File: config.mk
export PLATFORM = sky130hd
export DESIGN_NAME = emmc_ddr8_rx_deserializer
export DESIGN_NICKNAME = d
export VERILOG_FILES = /design/src/rtl/emmc_ddr8_rx_deserializer.sv
export SDC_FILE = /design/constraint.sdc
export NUM_CORES = 1
export LEC_CHECK = 0
export BUFFER_PORTS_ARGS = -buffer_cell sky130_fd_sc_hd__buf_2
export CAP_MARGIN = 0
export CELL_PAD_IN_SITES_DETAIL_PLACEMENT = 1
export CELL_PAD_IN_SITES_GLOBAL_PLACEMENT = 2
export CORE_MARGIN = 1.5
export CORE_UTILIZATION = 44
export CTS_CLUSTER_SIZE = 12
export DETAILED_ROUTE_END_ITERATION = 12
export PLACE_DENSITY = 0.91
export SKIP_LAST_GASP = 1
export SLEW_MARGIN = 20
export SYNTH_ARGS = -nofsm -noshare
export SYNTH_HDL_FRONTEND = slang
export SYNTH_SLANG_ARGS = --single-unit
export TNS_END_PERCENT = 10
File: constraint.sdc
create_clock -name Clk -period 4.7 [get_ports Clk]
set_clock_uncertainty 0.15 [all_clocks]
set_input_delay 0.235 -clock Clk [delete_from_list [all_inputs] [get_ports Clk]]
set_output_delay 0.235 -clock Clk [all_outputs]
set_load 0.05 [all_outputs]
File: src/rtl/emmc_ddr8_rx_deserializer.sv
// eMMC 8-bit DDR read-path deserializer: finds the start bit, packs one block into
// 16-bit words, and checks the 16 per-line/per-edge CRC16s plus the end bit.
module emmc_ddr8_rx_deserializer #(
  parameter int BLOCK_BYTES    = 512,
  parameter int TIMEOUT_CYCLES = 1048576
) (
  input  logic        Clk,
  input  logic        Reset_n,
  input  logic        Start,
  input  logic        Abort,
  input  logic [7:0]  ReadData_posEdge,
  input  logic [7:0]  ReadData_negEdge,
  output logic [15:0] RxData,
  output logic        RxValid,
  output logic        Busy,
  output logic        Done,
  output logic        CrcError,
  output logic        EndBitError,
  output logic        Timeout
);

  localparam int BCW = $clog2(BLOCK_BYTES) + 1;
  localparam int TCW = $clog2(TIMEOUT_CYCLES) + 1;

  localparam logic [BCW-1:0] BYTE_LAST = BCW'(BLOCK_BYTES - 2);
  localparam logic [BCW-1:0] BYTE_TERM = BCW'(BLOCK_BYTES);
  localparam logic [TCW-1:0] TMO_LAST  = TCW'(TIMEOUT_CYCLES - 1);

  localparam logic [2:0] ST_IDLE       = 3'd0;
  localparam logic [2:0] ST_WAIT_START = 3'd1;
  localparam logic [2:0] ST_DATA       = 3'd2;
  localparam logic [2:0] ST_CRC        = 3'd3;
  localparam logic [2:0] ST_ENDBIT     = 3'd4;
  localparam logic [2:0] ST_DONE       = 3'd5;

  function automatic logic [15:0] crc16_shift(input logic [15:0] c, input logic b);
    crc16_shift = {c[14:0], 1'b0} ^ (((c[15] ^ b) == 1'b1) ? 16'h1021 : 16'h0000);
  endfunction

  logic [2:0]     state_q, state_d;
  logic [7:0]     pos_q, pos_d;
  logic [7:0]     neg_q, neg_d;
  logic [BCW-1:0] byte_cnt_q, byte_cnt_d;
  logic [TCW-1:0] tmo_cnt_q, tmo_cnt_d;
  logic [3:0]     bit_cnt_q, bit_cnt_d;
  logic [15:0]    rx_data_q, rx_data_d;
  logic           rx_valid_q, rx_valid_d;
  logic           crc_err_q, crc_err_d;
  logic           end_err_q, end_err_d;
  logic           timeout_q, timeout_d;

  logic           start_accept;
  logic           start_bit;
  logic           crc_clear;
  logic           crc_shift;
  logic [3:0]     crc_idx;
  logic [7:0]     mis_p;
  logic [7:0]     mis_n;

  assign start_accept = (state_q == ST_IDLE) && Start && !Abort;
  assign start_bit    = (pos_q == 8'h00) && (neg_q == 8'h00);
  assign crc_clear    = start_accept;
  assign crc_shift    = (state_q == ST_DATA);
  // CRC cycle k checks computed bit 15-k, i.e. the bitwise complement of k.
  assign crc_idx      = ~bit_cnt_q;

  genvar gi;
  generate
    for (gi = 0; gi < 8; gi++) begin : g_lane
      logic [15:0] cp_q, cp_d;
      logic [15:0] cn_q, cn_d;

      always_comb begin
        cp_d = cp_q;
        cn_d = cn_q;
        if (crc_clear) begin
          cp_d = '0;
          cn_d = '0;
        end else if (crc_shift) begin
          cp_d = crc16_shift(cp_q, pos_q[gi]);
          cn_d = crc16_shift(cn_q, neg_q[gi]);
        end
      end

      always_ff @(posedge Clk or negedge Reset_n) begin
        if (!Reset_n) begin
          cp_q <= '0;
          cn_q <= '0;
        end else begin
          cp_q <= cp_d;
          cn_q <= cn_d;
        end
      end

      assign mis_p[gi] = pos_q[gi] ^ cp_q[crc_idx];
      assign mis_n[gi] = neg_q[gi] ^ cn_q[crc_idx];
    end
  endgenerate

  always_comb begin
    pos_d      = ReadData_posEdge;
    neg_d      = ReadData_negEdge;
    state_d    = state_q;
    byte_cnt_d = byte_cnt_q;
    tmo_cnt_d  = tmo_cnt_q;
    bit_cnt_d  = bit_cnt_q;
    rx_data_d  = '0;
    rx_valid_d = 1'b0;
    crc_err_d  = crc_err_q;
    end_err_d  = end_err_q;
    timeout_d  = timeout_q;

    case (state_q)
      ST_IDLE: begin
        if (start_accept) begin
          state_d    = ST_WAIT_START;
          byte_cnt_d = '0;
          tmo_cnt_d  = '0;
          bit_cnt_d  = '0;
          crc_err_d  = 1'b0;
          end_err_d  = 1'b0;
          timeout_d  = 1'b0;
        end
      end
      ST_WAIT_START: begin
        if (tmo_cnt_q != TMO_LAST) begin
          tmo_cnt_d = tmo_cnt_q + TCW'(1);
        end
        if (start_bit) begin
          state_d    = ST_DATA;
          byte_cnt_d = '0;
        end else if (tmo_cnt_q == TMO_LAST) begin
          timeout_d = 1'b1;
          state_d   = ST_DONE;
        end
      end
      ST_DATA: begin
        rx_valid_d = 1'b1;
        rx_data_d  = {neg_q, pos_q};
        if (byte_cnt_q != BYTE_TERM) begin
          byte_cnt_d = byte_cnt_q + BCW'(2);
        end
        if (byte_cnt_q == BYTE_LAST) begin
          state_d   = ST_CRC;
          bit_cnt_d = '0;
        end
      end
      ST_CRC: begin
        if ((|mis_p) || (|mis_n)) begin
          crc_err_d = 1'b1;
        end
        if (bit_cnt_q == 4'd15) begin
          state_d = ST_ENDBIT;
        end else begin
          bit_cnt_d = bit_cnt_q + 4'd1;
        end
      end
      ST_ENDBIT: begin
        if (!((pos_q == 8'hFF) && (neg_q == 8'hFF))) begin
          end_err_d = 1'b1;
        end
        state_d = ST_DONE;
      end
      ST_DONE: begin
        state_d = ST_IDLE;
      end
      default: begin
        state_d = ST_IDLE;
      end
    endcase

    // Abort drops the block but leaves the status flags as they were.
    if (Abort && (state_q != ST_IDLE)) begin
      state_d    = ST_IDLE;
      rx_valid_d = 1'b0;
      rx_data_d  = '0;
      crc_err_d  = crc_err_q;
      end_err_d  = end_err_q;
      timeout_d  = timeout_q;
    end
  end

  always_ff @(posedge Clk or negedge Reset_n) begin
    if (!Reset_n) begin
      state_q    <= ST_IDLE;
      pos_q      <= '0;
      neg_q      <= '0;
      byte_cnt_q <= '0;
      tmo_cnt_q  <= '0;
      bit_cnt_q  <= '0;
      rx_data_q  <= '0;
      rx_valid_q <= 1'b0;
      crc_err_q  <= 1'b0;
      end_err_q  <= 1'b0;
      timeout_q  <= 1'b0;
    end else begin
      state_q    <= state_d;
      pos_q      <= pos_d;
      neg_q      <= neg_d;
      byte_cnt_q <= byte_cnt_d;
      tmo_cnt_q  <= tmo_cnt_d;
      bit_cnt_q  <= bit_cnt_d;
      rx_data_q  <= rx_data_d;
      rx_valid_q <= rx_valid_d;
      crc_err_q  <= crc_err_d;
      end_err_q  <= end_err_d;
      timeout_q  <= timeout_d;
    end
  end

  // A word still in the output register is withdrawn in the same cycle as Abort.
  assign RxData      = rx_data_q;
  assign RxValid     = rx_valid_q & ~Abort;
  assign Busy        = (state_q != ST_IDLE);
  assign Done        = (state_q == ST_DONE) & ~Abort;
  assign CrcError    = crc_err_q;
  assign EndBitError = end_err_q;
  assign Timeout     = timeout_q;

endmodule

Yosys cells after proc, flatten, opt, wreduce, memory -nomap -nowiden
Index checks and enable logic that the tools add are counted.

Multiplexer cells: 110. Magnitude comparators: 1. Eq/ne operators: 26. Add/subtract/negate cells: 3. Reduce and logical (&&, ||, !) cells: 26. Bitwise logic cells: 53.

Operators with widths (number): $mux W16 (34); $xor A16 B13 Y16 (16); $mux W13 (16); $bmux W1 S4 (16); $mux W21 (2); $pmux W21 S2 (1); $xor A1 B1 Y1 (32); $mux W10 (3); $pmux W10 S3 (1); $mux W1 (23); $add A21 B1 Y21 const B (1); $eq A21 B20 Y1 const B (1); $ne A21 B20 Y1 const B (1); $reduce_and A4 Y1 (5); $mux W3 (6); $eq A8 B8 Y1 const B (2); $logic_not A8 Y1 (2); $ne A2 B2 Y1 const B (8); $reduce_or A8 Y1 (2); $pmux W3 S5 (1); $mux W4 (3); $pmux W4 S3 (1); $add A10 B2 Y10 const B (1); $eq A10 B9 Y1 const B (1); 24 further kinds (40).

Output and inout port bits: 22. Register bits: 330. Logic and storage cells: 246. Input port bits: 20.

Depth between registers and ports, before layout
Gate-level depths: netlist of the first run.

Word-level depth: 8. Mapped depth: 10. Mapped depth without buffers: 7.

Least setup slack after synthesis of the first run
OpenSTA, ideal clock, no wires.

Path type: flip-flop to flip-flop. Start point: reg bit_cnt_q[0]. End point: reg crc_err_q, in the netlist CrcError. Buffers on the path: 2. Stages on the path, launching flop included: 8. Clock period less this slack: 2.399 ns. Path slack: 2.301 ns. Arrival: 2.102 ns. Required time: 4.402 ns. Library setup time: 0.148 ns. Cells stage by stage: dfrtp_1 buf_6 buf_4 mux4_2 a22oi_1 o2111ai_1 a2111oi_2 a41oi_1.

Longest elaborated chain between the ends: 8. Elaborated cells between the ends (all ways): 54. Those cells by class: eq/ne: 1; mux: 32; bitwise: 17; reduce/logical: 4.

RTL lines: from (decl) (RTL line 45) `logic [3:0] bit_cnt_q, bit_cnt_d;`; from (signal assigned) (RTL line 202) `bit_cnt_q <= bit_cnt_d;`; $not A4 Y4 (*) (RTL line 65) `assign crc_idx = ~bit_cnt_q;`; $bmux W1 S4, on equally long branches (RTL line 95, 96); $mux W1, on equally long branches (RTL line 95, 96); $xor A1 B1 Y1, on equally long branches (RTL line 95, 96); $reduce_or A8 Y1 (RTL line 149) `if ((|mis_p) || (|mis_n)) begin`; $logic_or A1 B1 Y1 (*) (RTL line 149); $ne A2 B2 Y1 (no line) (*); $reduce_and A4 Y1 (no line) (*); to (signal assigned) (RTL line 205) `crc_err_q <= crc_err_d;`; to (decl) (RTL line 48) `logic crc_err_q, crc_err_d;`.

Mark *: on every way between the ends. The rest lies on a longest branch, timed or not. The select of a mux whose other input is x is not followed. A chain may end at the register's enable or synchronous reset.

Final worst setup path of the first run
Start point: reg neg_q[2]. End point: reg byte_cnt_q[6].

Longest elaborated chain between the ends: 4.

RTL lines: from (decl) (RTL line 42) `logic [7:0] neg_q, neg_d;`; from (signal assigned) (RTL line 199) `neg_q <= neg_d;`; $logic_not A8 Y1 (RTL line 61) `assign start_bit = (pos_q == 8'h00) && (neg_q == 8'h00);`; $logic_and A1 B1 Y1 (RTL line 61); $ne A2 B2 Y1 (no line); $reduce_and A4 Y1 (no line); to (signal assigned) (RTL line 200) `byte_cnt_q <= byte_cnt_d;`; to (decl) (RTL line 43) `logic [BCW-1:0] byte_cnt_q, byte_cnt_d;`.

No other way between the ends.

==> qor.csv, run 1 <==
metric,value,unit
outcome,completed,
insertion_delay,530,ps
gp_congestion,0.7786,
totalPowerFinal,6.242,mW
post_cts_buffers,0,
drive_above_1_share,10.98,%
nets,1655,
postRouteAntennaNets,0,
routed_via_density,5.674,
cts_tree,yes,
yosysWarningCount,0,
rsz0062_at_grt,false,
clock-sinks,329,
combinationalPowerShare,5.1,%
crit_family,compound AO/OA/AOI/OAI gates,
min_period,3295,ps
synthFlopType,dfrtp_1,
crit_fanout,16,
pwr-share-clk,48.2,%
muxShareOfSynthArea,10.96,%
wl,41.55,mm
clk_pin_slew,60,ps
setup_tns,0,ps
path_buf_inv,0,
grt_overflow_total,0,
cts_max_level,2,
top_level_ports,42,
syn_inst,1641,
syn_avg_cell_area,9.702,um2
ir_drop,0.0003222,V
timing.fmax,303.5,MHz
synth_seq_cells,329,
io_buffers,41,
critical-path-slowest-cell,a311oi_2,
netSwitchingFraction,23.40,%
start_util,44.76,%
netlist_area,15920,um2
grt_pass1_wl,69.65,mm
cts_buffers,38,
drt_pass1_iterations,5,
hold_path_class,primary input to flip-flop,
synth-edff-count,0,
synthXorXnorAreaFrac,4.841,%
powerDensity,349.5,nW/um2
critPathLaunchType,flip-flop,
place.detailed.hpwl,25.14,mm
p_sw,1.461,mW
wl_per_cell,19.62,um
die_h,193.2,um
core,35570,um2
worstMarginPinSlew,1110,ps
synth-simple-area-share,17.31,%
synth-compound-area-share,11.33,%
relSlewSlack,26.02,%
syn_to_final_growth,12.17,%
hold_viol,0,
ys_types,58,
cap_violations,0,
die_area,37330,um2
cp.arrival,3570,ps
cts_buffer_depth,3,
route.detailed.drc,0,
critPathKind,flip-flop to flip-flop,
first_iter_violations,815,
postSynth.asyncResetShare,100.0,%
cp-end-kind,flip-flop,
pwr-share-seq,46.6,%
slew_viol_final,0,
slowest_delay,800,ps
crit_chain,"nor4_1, nand4_1, o22a_1, a311oi_2, nand2_1, o41ai_2",
yosysSeqAreaShare,51.71,%
synth_nets,1664,
grt_pass1_vias,13150,
synth_top_family_by_area,simple AND/OR/NAND/NOR gates,
synthAdderAreaFrac,0.2358,%
holdWs,32.67,ps
timing.final.crit_share,70.10,%
setup_viol,0,
rows,69,
grt_start_max_net_pins,126,
critPathRequiredTime,4970,ps
diodes,0,
total_leakage_power,7.489,nW
die_w,193.2,um
cts-root-buf,clkbuf_16,
vias,12020,
antenna_found_initial,0,
grt.total_usage,22.74,%
internal-power,4.781,mW
## cells in the mapped netlist, types with 6 or more instances
cell / number / area, um2
a211oi_1: 17 / 127.6
nor2b_1: 7 / 43.79
mux4_2: 45 / 1013
o21ai_1: 7 / 35.03
o21ai_0: 24 / 120.1
and3_1: 6 / 37.54
nand3_1: 19 / 95.09
buf_2: 15 / 75.07
nor4_1: 7 / 43.79
and2_1: 19 / 118.9
nand2_1: 514 / 1929
xnor2_1: 63 / 551.8
nor2_1: 54 / 202.7
dfrtp_1: 329 / 8233
inv_1: 6 / 22.52
clkbuf_1: 103 / 386.6
a21oi_1: 248 / 1241
mux4_1: 16 / 420.4
mux2i_1: 30 / 300.3
nand4_1: 14 / 87.58
xor2_1: 25 / 219.0
## power groups by stage
stage / Combinational, mW / Sequential [mW] / Clock (mW)
2_1_floorplan: 0.185 / 2.94 / 0
3_3_place_gp: 0.308 / 2.96 / 0
3_5_place_dp: 0.311 / 2.96 / 0
4_1_cts: 0.328 / 2.91 / 3.09
5_1_grt: 0.359 / 2.91 / 3.19
6_report: 0.320 / 2.91 / 3.01
## worst paths after layout
path / startpoint / endpoint / slack [ps] / cells past startpoint
min in group asynchronous: Reset_n / tmo_cnt_q[14]$_DFFE_PN0P_ / 170 / 2
worst max-delay path: neg_q[2]$_DFF_PN0_ / byte_cnt_q[6]$_DFFE_PN0P_ / 1410 / 6
max in group asynchronous: Reset_n / g_lane[4].cn_q[6]$_DFFE_PN0P_ / 3010 / 3
worst max register to register: neg_q[2]$_DFF_PN0_ / byte_cnt_q[6]$_DFFE_PN0P_ / 1410 / 6
worst min register to register: EndBitError$_DFFE_PN0P_ / EndBitError$_DFFE_PN0P_ / 340 / 2
worst min-delay path: Start / EndBitError$_DFFE_PN0P_ / 30 / 5
## area by class of cell
type / count / area (um2)
Clock buffer: 58 / 1180
Clock inverter: 7 / 87.58
Fill cell: 3964 / 17710
Inverter: 8 / 30.03
Multi-Input combinational cell: 1176 / 7131
Sequential cell: 329 / 8238
Tap cell: 461 / 576.8
Timing Repair Buffer: 79 / 615.6
## cell families after synthesis
family | Yosys count
flops | 329
mux | 92
fa+ha+maj | 3
simple gates | 667
compound gates | 326
buf+inv | 136
xor+xnor | 88
## worst reg2reg max path, stage by stage, from the launching register on
cell      delay, ps
dfrtp_1         510
nor4_1          460
nand4_1         400
o22a_1          340
a311oi_2        800
nand2_1         250
o41ai_2         270
## flip-flops by register name, indices dropped and copies added, names as in the netlist
name and cells:
byte_cnt_q 9, state_q 3, CrcError 1, tmo_cnt_q 21, EndBitError 1, neg_q 8
bit_cnt_q 4, RxData 16, Timeout 1, rx_valid_q 1, g_lane.cp_q 128, pos_q 8
g_lane.cn_q 128
## per-layer routing
layer	routed length [um]	track usage, %	vias to the layer above	part of all wire, %
met2	20690	38.52	192	50
met1	18280	30.24	6218	44
met5	0	0	-	0
met4	950	6.288	0	2.3
li1	-	-	5537	-
met3	1634	3.818	70	3.9
## metrics by stage
| step | instances | utilization [%] | cell area, um2 | setup WS (ps) |
|---|---|---|---|---|
| after global placement | 2034 | 46.06 | 16380 | 1404 |
| after global routing | 2118 | 50.21 | 17860 | 1060 |
| after floorplan | 1641 | - | 15920 | 2301 |
| final | 2118 | 50.21 | 17860 | 1405 |
| after detailed placement | 2034 | 46.06 | 16380 | 1388 |
| after CTS | 2117 | 50.13 | 17830 | 1362 |
## cells in the final DEF, fill, tap and decap left out, drive strengths merged, types with 25 or more instances in the layout
cell type / Yosys / layout
a21oi: 248 / 248
clkbuf: 103 / 58
mux2i: 30 / 30
dfrtp: 329 / 329
mux4: 61 / 61
nand2: 514 / 514
xor2: 25 / 25
buf: 25 / 61
xnor2: 63 / 63
nor2: 54 / 54
o21ai: 31 / 31
## repair_timing
action	in CTS	in global routing
gates resized for setup	0	0
endpoints found under the hold margin	106	0
hold buffers	18	0
Note: power is estimated with default switching activity, not from simulation.
==> run 2, diff against run 1 <==
--- a/config.mk
+++ b/config.mk
@@ -5,15 +5,16 @@
 export SDC_FILE = /design/constraint.sdc
 export NUM_CORES = 1
 export LEC_CHECK = 0
+export ABC_AREA = 1
 export BUFFER_PORTS_ARGS = -buffer_cell sky130_fd_sc_hd__buf_2
 export CAP_MARGIN = 0
 export CELL_PAD_IN_SITES_DETAIL_PLACEMENT = 1
 export CELL_PAD_IN_SITES_GLOBAL_PLACEMENT = 2
 export CORE_MARGIN = 1.5
-export CORE_UTILIZATION = 44
+export CORE_UTILIZATION = 39
 export CTS_CLUSTER_SIZE = 12
 export DETAILED_ROUTE_END_ITERATION = 12
-export PLACE_DENSITY = 0.91
+export PLACE_DENSITY = 0.86
 export SKIP_LAST_GASP = 1
 export SLEW_MARGIN = 20
 export SYNTH_ARGS = -nofsm -noshare
==> constraint.sdc (replaced) <==
create_clock -name Clk -period 3.1 [get_ports Clk]
set_clock_uncertainty 0.15 [all_clocks]
set_input_delay 0.155 -clock Clk [delete_from_list [all_inputs] [get_ports Clk]]
set_output_delay 0.155 -clock Clk [all_outputs]
set_load 0.05 [all_outputs]
==> run 2 against run 1 <==
Compared with the run above: setup slack worse by 970 ps; worst hold slack better by 47 ps; sequential power up 54%; wire length up 15%; sequential cell count unchanged; clock-buffer cell count up 3; via count up 11%; global-route usage up 0.77 points; sequential share of layout area down 0.87 points; combinational power rose to 8.1 times the previous value; highest routed layer unchanged.
==> qor.csv, run 2 <==
metric,value,unit,change
place_inst,2386,,+17%
cap_violations,0,,unchanged
die_w,205.4,um,+6.3%
cts-root-buf,clkbuf_16,,
syn_avg_cell_area,8.465,um2,-13%
drive_above_1_share,9.707,%,-1.3 points
slew_viol_final,0,,unchanged
ys_types,40,,-31%
timing.final.crit_share,85.95,%,+16 points
ctsResizeCount,0,,unchanged
postRouteAntennaNets,0,,unchanged
routed_via_density,5.380,,-5.2%
pwr-share-seq,38.3,%,-8.3 points
worstMarginPinSlew,797.4,ps,-312.4 ps
fill_cells,4712,,+19%
vias,13300,,+11%
r2r_slack,440,ps,-970 ps
crit_fanout,22,,+6
yosysSeqAreaShare,51.51,%,-0.20 points
r2r_cells,15,,+9
holdWs,79.90,ps,+47.23 ps
cts_max_level,2,,unchanged
timing.rr.end,CrcError$_DFFE_PN0P_,,
critPathLaunchType,flip-flop,,
die_h,205.4,um,+6.3%
final_cell_mix,"dfrtp_1, inv_1, nand2_1, o22ai_1, nand3_1",,
yosysTopAreaCell,dfrtp_1,,
top_regs,"g_lane.cn_q x128, g_lane.cp_q x128, tmo_cnt_q x21",,
insertion_delay,560,ps,+30 ps
powerDensity,643.1,nW/um2,+84%
place.detailed.hpwl,29.22,mm,+16%
grt_overflow_total,0,,unchanged
synthFlopType,dfrtp_1,,
gp_congestion,0.8427,,+8.2%
cts_buffer_depth,3,,unchanged
total_leakage_power,8.545,nW,+14%
postSynth.asyncResetShare,100.0,%,unchanged
start_util,39.86,%,-4.9 points
ir_drop,0.0003745,V,+16%
die_area,42210,um2,+13%
grt.total_usage,23.51,%,+0.77 points
timing.fmax,375.3,MHz,+24%
cts_buffers,40,,+5.3%
p_sw,3.752,mW,+160%
cp-end-kind,flip-flop,,
synth_top_area_share,51.51,%,-0.20 points
hold_path_class,primary input to async pin,,
clk_pin_slew,60,ps,about the same
rows,73,,+5.8%
wl,47.64,mm,+15%
wl_per_cell,19.27,um,-1.8%
reg2reg_from,bit_cnt_q[0]$_DFFE_PN0P_,,
synthTopCellsByArea,"dfrtp_1, o22ai_1, inv_1",,
final_common_cell,dfrtp_1,,
grt_start_max_net_pins,141,,+12%
final.setup.worst_slack,435.5,ps,-969.9 ps
yosysWarningCount,0,,unchanged
syn_inst,1888,,+15%
first_iter_violations,705,,-13%
grt_pass1_vias,14120,,+7.4%
cp.arrival,2970,ps,-600 ps
post_cts_buffers,0,,unchanged
grt_pass1_wl,77.85,mm,+12%
synth-edff-count,0,,unchanged
layoutNonFillerInstCount,2472,,+17%
critPathKind,flip-flop to flip-flop,,
dp_slack,487.7,ps,-900.7 ps
min_period,2665,ps,-630.1 ps
netlist_area,15980,um2,+0.39%
core,40100,um2,+13%
route.detailed.drc,0,,unchanged
top_level_ports,42,,unchanged
netSwitchingFraction,32.05,%,+8.7 points
synth_most_common_cell,dfrtp_1,,
fin_area,18200,um2,+1.9%
dpl_cell_area,16740,um2,+2.2%
hold_viol,0,,unchanged
internal-power,7.953,mW,+66%
antenna_found_initial,0,,unchanged
pwr-share-clk,39.5,%,-8.7 points
critPathRequiredTime,3410,ps,-1560 ps
cts_tree,yes,,
drt_pass1_iterations,5,,unchanged
combinationalPowerShare,22.2,%,+17 points
nets,1944,,+17%
synth_common_cells,"dfrtp_1, inv_1, nand2_1",,
outcome,completed,,
syn_to_final_growth,13.87,%,
diodes,0,,unchanged
io_buffers,41,,unchanged
clock-sinks,329,,unchanged
synth_seq_cells,329,,unchanged
synth_nets,1911,,+15%
setup_tns,0,ps,unchanged
rsz0062_at_grt,false,,
relSlewSlack,46.84,%,+21 points
setup_viol,0,,unchanged
[run 2: cell count changes after synthesis, moves of 76 or more]
cell      change
inv_1       +319
o22ai_1     +215
nand2_1     -214
a21oi_1     -211
nand3_1     +191
clkbuf_1     -76
[run 2: cell type report]
type / instances / area, um2 / area share (%)
Clock buffer: 61 / 1211 / 6.655
Clock inverter: 7 / 63.81 / 0.3506
Inverter: 341 / 1286 / 7.067
Multi-Input combinational cell: 1101 / 5843 / 32.10
Sequential cell: 329 / 8238 / 45.26
Tap cell: 525 / 656.9 / 3.609
Timing Repair Buffer: 108 / 900.9 / 4.950
[run 2: kinds of logic after synthesis]
group	after synthesis	share of synthesized area [%]
AO/OA/AOI/OAI	388	14.65
AND/OR/NAND/NOR	650	18.27
buffers and inverters	458	12.05
adder cells (fa/ha/maj)	3	0.2349
flip-flops	329	51.51
XOR/XNOR	60	3.288
[run 2: power by group through the flow]
stage / sequential (mW) / combinational (mW) / clock [mW]
after floorplan: 4.57 / 1.89 / 0
after global placement: 4.56 / 2.51 / 0
after detailed placement: 4.56 / 2.58 / 0
after CTS: 4.49 / 2.62 / 4.74
after global routing: 4.50 / 2.92 / 4.89
final: 4.49 / 2.60 / 4.62
[run 2: routing by layer]
layer,vias to the layer above,track usage (%),wire length [um],part of all wire [%]
li1,6296,-,-,-
met1,6744,32.19,22490,47
met2,182,38.09,22150,46
met3,78,3.199,1561,3.3
met4,0,8.472,1434,3.0
met5,-,0,0,0
[run 2: worst max-delay path by stage]
stage | endpoint | slack, ps | start
6_report | CrcError$_DFFE_PN0P_ | 440 | bit_cnt_q[0]$_DFFE_PN0P_
3_3_place_gp | CrcError$_DFFE_PN0P_ | 520 | bit_cnt_q[0]$_DFFE_PN0P_
4_1_cts | CrcError$_DFFE_PN0P_ | 440 | bit_cnt_q[0]$_DFFE_PN0P_
5_1_grt | CrcError$_DFFE_PN0P_ | 280 | bit_cnt_q[0]$_DFFE_PN0P_
3_5_place_dp | CrcError$_DFFE_PN0P_ | 490 | bit_cnt_q[0]$_DFFE_PN0P_
2_1_floorplan | Done | 820 | state_q[0]$_DFFE_PN0P_
[run 2: worst max-delay path: stages, from the launching register on]
cell and delay, ps:
dfrtp_4 500, clkinv_2 300, buf_4 360, nand2_1 90, nand3_1 70, nand3_1 110
nand3_1 150, nand2_1 90, nand2_1 110, nand2_1 60, nor2_1 180, nand2_1 80
nor2_1 100, nand3_1 70, nand2_1 70, nand2_1 40
[run 2: what timing repair did]
action | in CTS | in global routing
hold buffers | 18 | 0
setup endpoints to repair | 0 | 0
endpoints found under the hold margin | 102 | 0
[run 2: through the flow]
stage	power, mW	utilization [%]
global route	12.31	45.39
finish	11.70	45.39
global placement	7.070	41.76
detailed placement	7.140	41.76
floorplan	6.459	-
CTS	11.85	45.39
==> run 3, diff against run 2 <==
--- a/config.mk
+++ b/config.mk
@@ -5,13 +5,12 @@
 export SDC_FILE = /design/constraint.sdc
 export NUM_CORES = 1
 export LEC_CHECK = 0
-export ABC_AREA = 1
 export BUFFER_PORTS_ARGS = -buffer_cell sky130_fd_sc_hd__buf_2
 export CAP_MARGIN = 0
 export CELL_PAD_IN_SITES_DETAIL_PLACEMENT = 1
 export CELL_PAD_IN_SITES_GLOBAL_PLACEMENT = 2
 export CORE_MARGIN = 1.5
-export CORE_UTILIZATION = 39
+export CORE_UTILIZATION = 41
 export CTS_CLUSTER_SIZE = 12
 export DETAILED_ROUTE_END_ITERATION = 12
 export PLACE_DENSITY = 0.86
==> run 3 against run 2 <==
Compared with the run above: worst hold slack worse by 11 ps; clock-buffer cell count is 2 lower; combinational power down 79%; wire length down 7.5%.
==> qor.csv, run 3 (synthesis gave the netlist of run 1 again) <==
metric,value,unit,change
grt_pass1_wl,71.64,mm,-8.0%
hold_viol,0,,unchanged
relSlewSlack,47.91,%,+1.1 points
grt_start_max_net_pins,148,,+5.0%
powerDensity,522.3,nW/um2,-19%
grt_pass1_vias,12870,,-8.9%
first_iter_violations,748,,+6.1%
clk_pin_slew,60,ps,about the same
min_period,2812,ps,+147.4 ps
routed_via_density,5.527,,+2.7%
drive_above_1_share,13.03,%,+3.3 points
final_common_cell,nand2_1,,
critPathKind,flip-flop to flip-flop,,
antenna_found_initial,1,,+1
cap_violations,0,,unchanged
insertion_delay,550,ps,about the same
crit_chain,"buf_4, mux4_1, xnor2_1, nor2_1, a211oi_1, a31oi_1, a2111oi_2, a41oi_1",,
place_inst,2121,,-11%
cts_buffer_depth,3,,unchanged
die_area,40020,um2,-5.2%
post_cts_buffers,0,,unchanged
top_level_ports,42,,unchanged
cp-end-kind,flip-flop,,
drt_pass1_iterations,7,,+2
clock-sinks,329,,unchanged
grt_overflow_total,0,,unchanged
die_w,200.1,um,-2.6%
slowest_delay,650,ps,+150 ps
cts_buffers,38,,-5.0%
die_h,200.1,um,-2.6%
fill_cells,4202,,-11%
setup_viol,0,,unchanged
vias,12200,,-8.3%
cts_hold_buf,19,,+1
outcome,completed,,
cp.arrival,3060,ps,+90 ps
ctsResizeCount,0,,unchanged
worstMarginPinSlew,774.1,ps,-23.23 ps
critical-path-slowest-cell,dfrtp_4,,
cts-root-buf,clkbuf_16,,
layoutNonFillerInstCount,2207,,-11%
slew_viol_final,0,,unchanged
setup_tns,0,ps,unchanged
final_cell_mix,"nand2_1, dfrtp_1, a21oi_1, xnor2_1, nor2_1",,
grt.total_usage,23.00,%,-0.51 points
rsz0062_at_grt,false,,
syn_to_final_growth,15.29,%,
route.detailed.drc,0,,unchanged
total_leakage_power,7.717,nW,-9.7%
timing.fmax,355.6,MHz,-5.2%
gp_congestion,0.7771,,-7.8%
postRouteAntennaNets,0,,unchanged
critPathRequiredTime,3350,ps,-60 ps
rows,71,,-2.7%
hold_path_class,primary input to async pin,,
totalPowerFinal,9.586,mW,-18%
top_regs,"g_lane.cn_q x128, g_lane.cp_q x128, tmo_cnt_q x21",,
place.detailed.hpwl,28.26,mm,-3.3%
critPathLaunchType,flip-flop,,
timing.final.crit_share,90.71,%,+4.8 points
wl_per_cell,19.96,um,+3.6%
nets,1692,,-13%
ir_drop,0.0003635,V,-2.9%
core,37930,um2,-5.4%
crit_fanout,18,,-18%
io_buffers,41,,unchanged
diodes,0,,unchanged
cts_tree,yes,,
cts_max_level,2,,unchanged
start_util,41.97,%,+2.1 points
wl,44.05,mm,-7.5%
==> run 3: cell types whose count changed in the layout (fill, tap and decap cells not counted), moves of 45 or more <==
cell,delta
a21oi_1,+211
inv_1,-319
mux4_2,+45
nand2_1,+213
nand3_1,-190
o22ai_1,-215
xnor2_1,+45
==> run 3: report_power, final <==
group          leakage, nW  internal, mW  switching, mW
Sequential            4.55          4.34         0.0572
Combinational         2.53         0.162          0.398
Clock                0.636          2.82           1.81
Total                 7.72          7.32           2.27
==> run 3: per-layer routing <==
layer,GRT usage (%),up-vias,part of all wire (%)
li1,-,5631,-
met1,30.69,6301,44
met2,38.84,204,49
met3,3.511,63,3.9
met4,6.850,0,2.8
met5,0,-,0
==> run 3: area by class of cell <==
| cell class | instances | area, um2 | area share (%) |
|---|---|---|---|
| clock buffer | 59 | 1160 | 6.319 |
| timing repair buffer | 116 | 1026 | 5.590 |
| multi-input combinational | 1176 | 7131 | 38.85 |
| clock inverter | 8 | 126.4 | 0.6885 |
| inverter | 8 | 30.03 | 0.1636 |
| tap | 511 | 639.4 | 3.484 |
| sequential | 329 | 8242 | 44.90 |
==> run 3: final timing paths <==
path / endpoint / startpoint / cells past startpoint / slack, ps
min reg2reg: EndBitError$_DFFE_PN0P_ / EndBitError$_DFFE_PN0P_ / 2 / 360
min in group Clk: pos_q[1]$_DFF_PN0_ / ReadData_posEdge[1] / 2 / 90
max reg2reg: CrcError$_DFFE_PN0P_ / bit_cnt_q[0]$_DFFE_PN0P_ / 8 / 290
max: CrcError$_DFFE_PN0P_ / bit_cnt_q[0]$_DFFE_PN0P_ / 8 / 290
max in group asynchronous: pos_q[1]$_DFF_PN0_ / Reset_n / 3 / 1730
min: tmo_cnt_q[14]$_DFFE_PN0P_ / Reset_n / 2 / 70
==> run 3: metrics by stage <==
step                cell area, um2  setup WS, ps  hold slack (ps)  utilization (%)
floorplan                    15920         700.8           -290.6                -
CTS                          18350         260.5            69.95            48.39
finish                       18350         288.0            68.68            48.39
global placement             16880         301.4            77.69            44.49
detailed placement           16880         283.6            78.29            44.49
global route                 18350         74.23            87.10            48.39
==> run 3: critical path, delay by kind of cell, from the launching register on <==
kind / cells / cell delay (ps)
AO/OA/AOI/OAI: 4 / 740
flip-flops: 1 / 650
multiplexers: 1 / 590
buffers and inverters: 1 / 310
XOR/XNOR: 1 / 160
AND/OR/NAND/NOR: 1 / 60
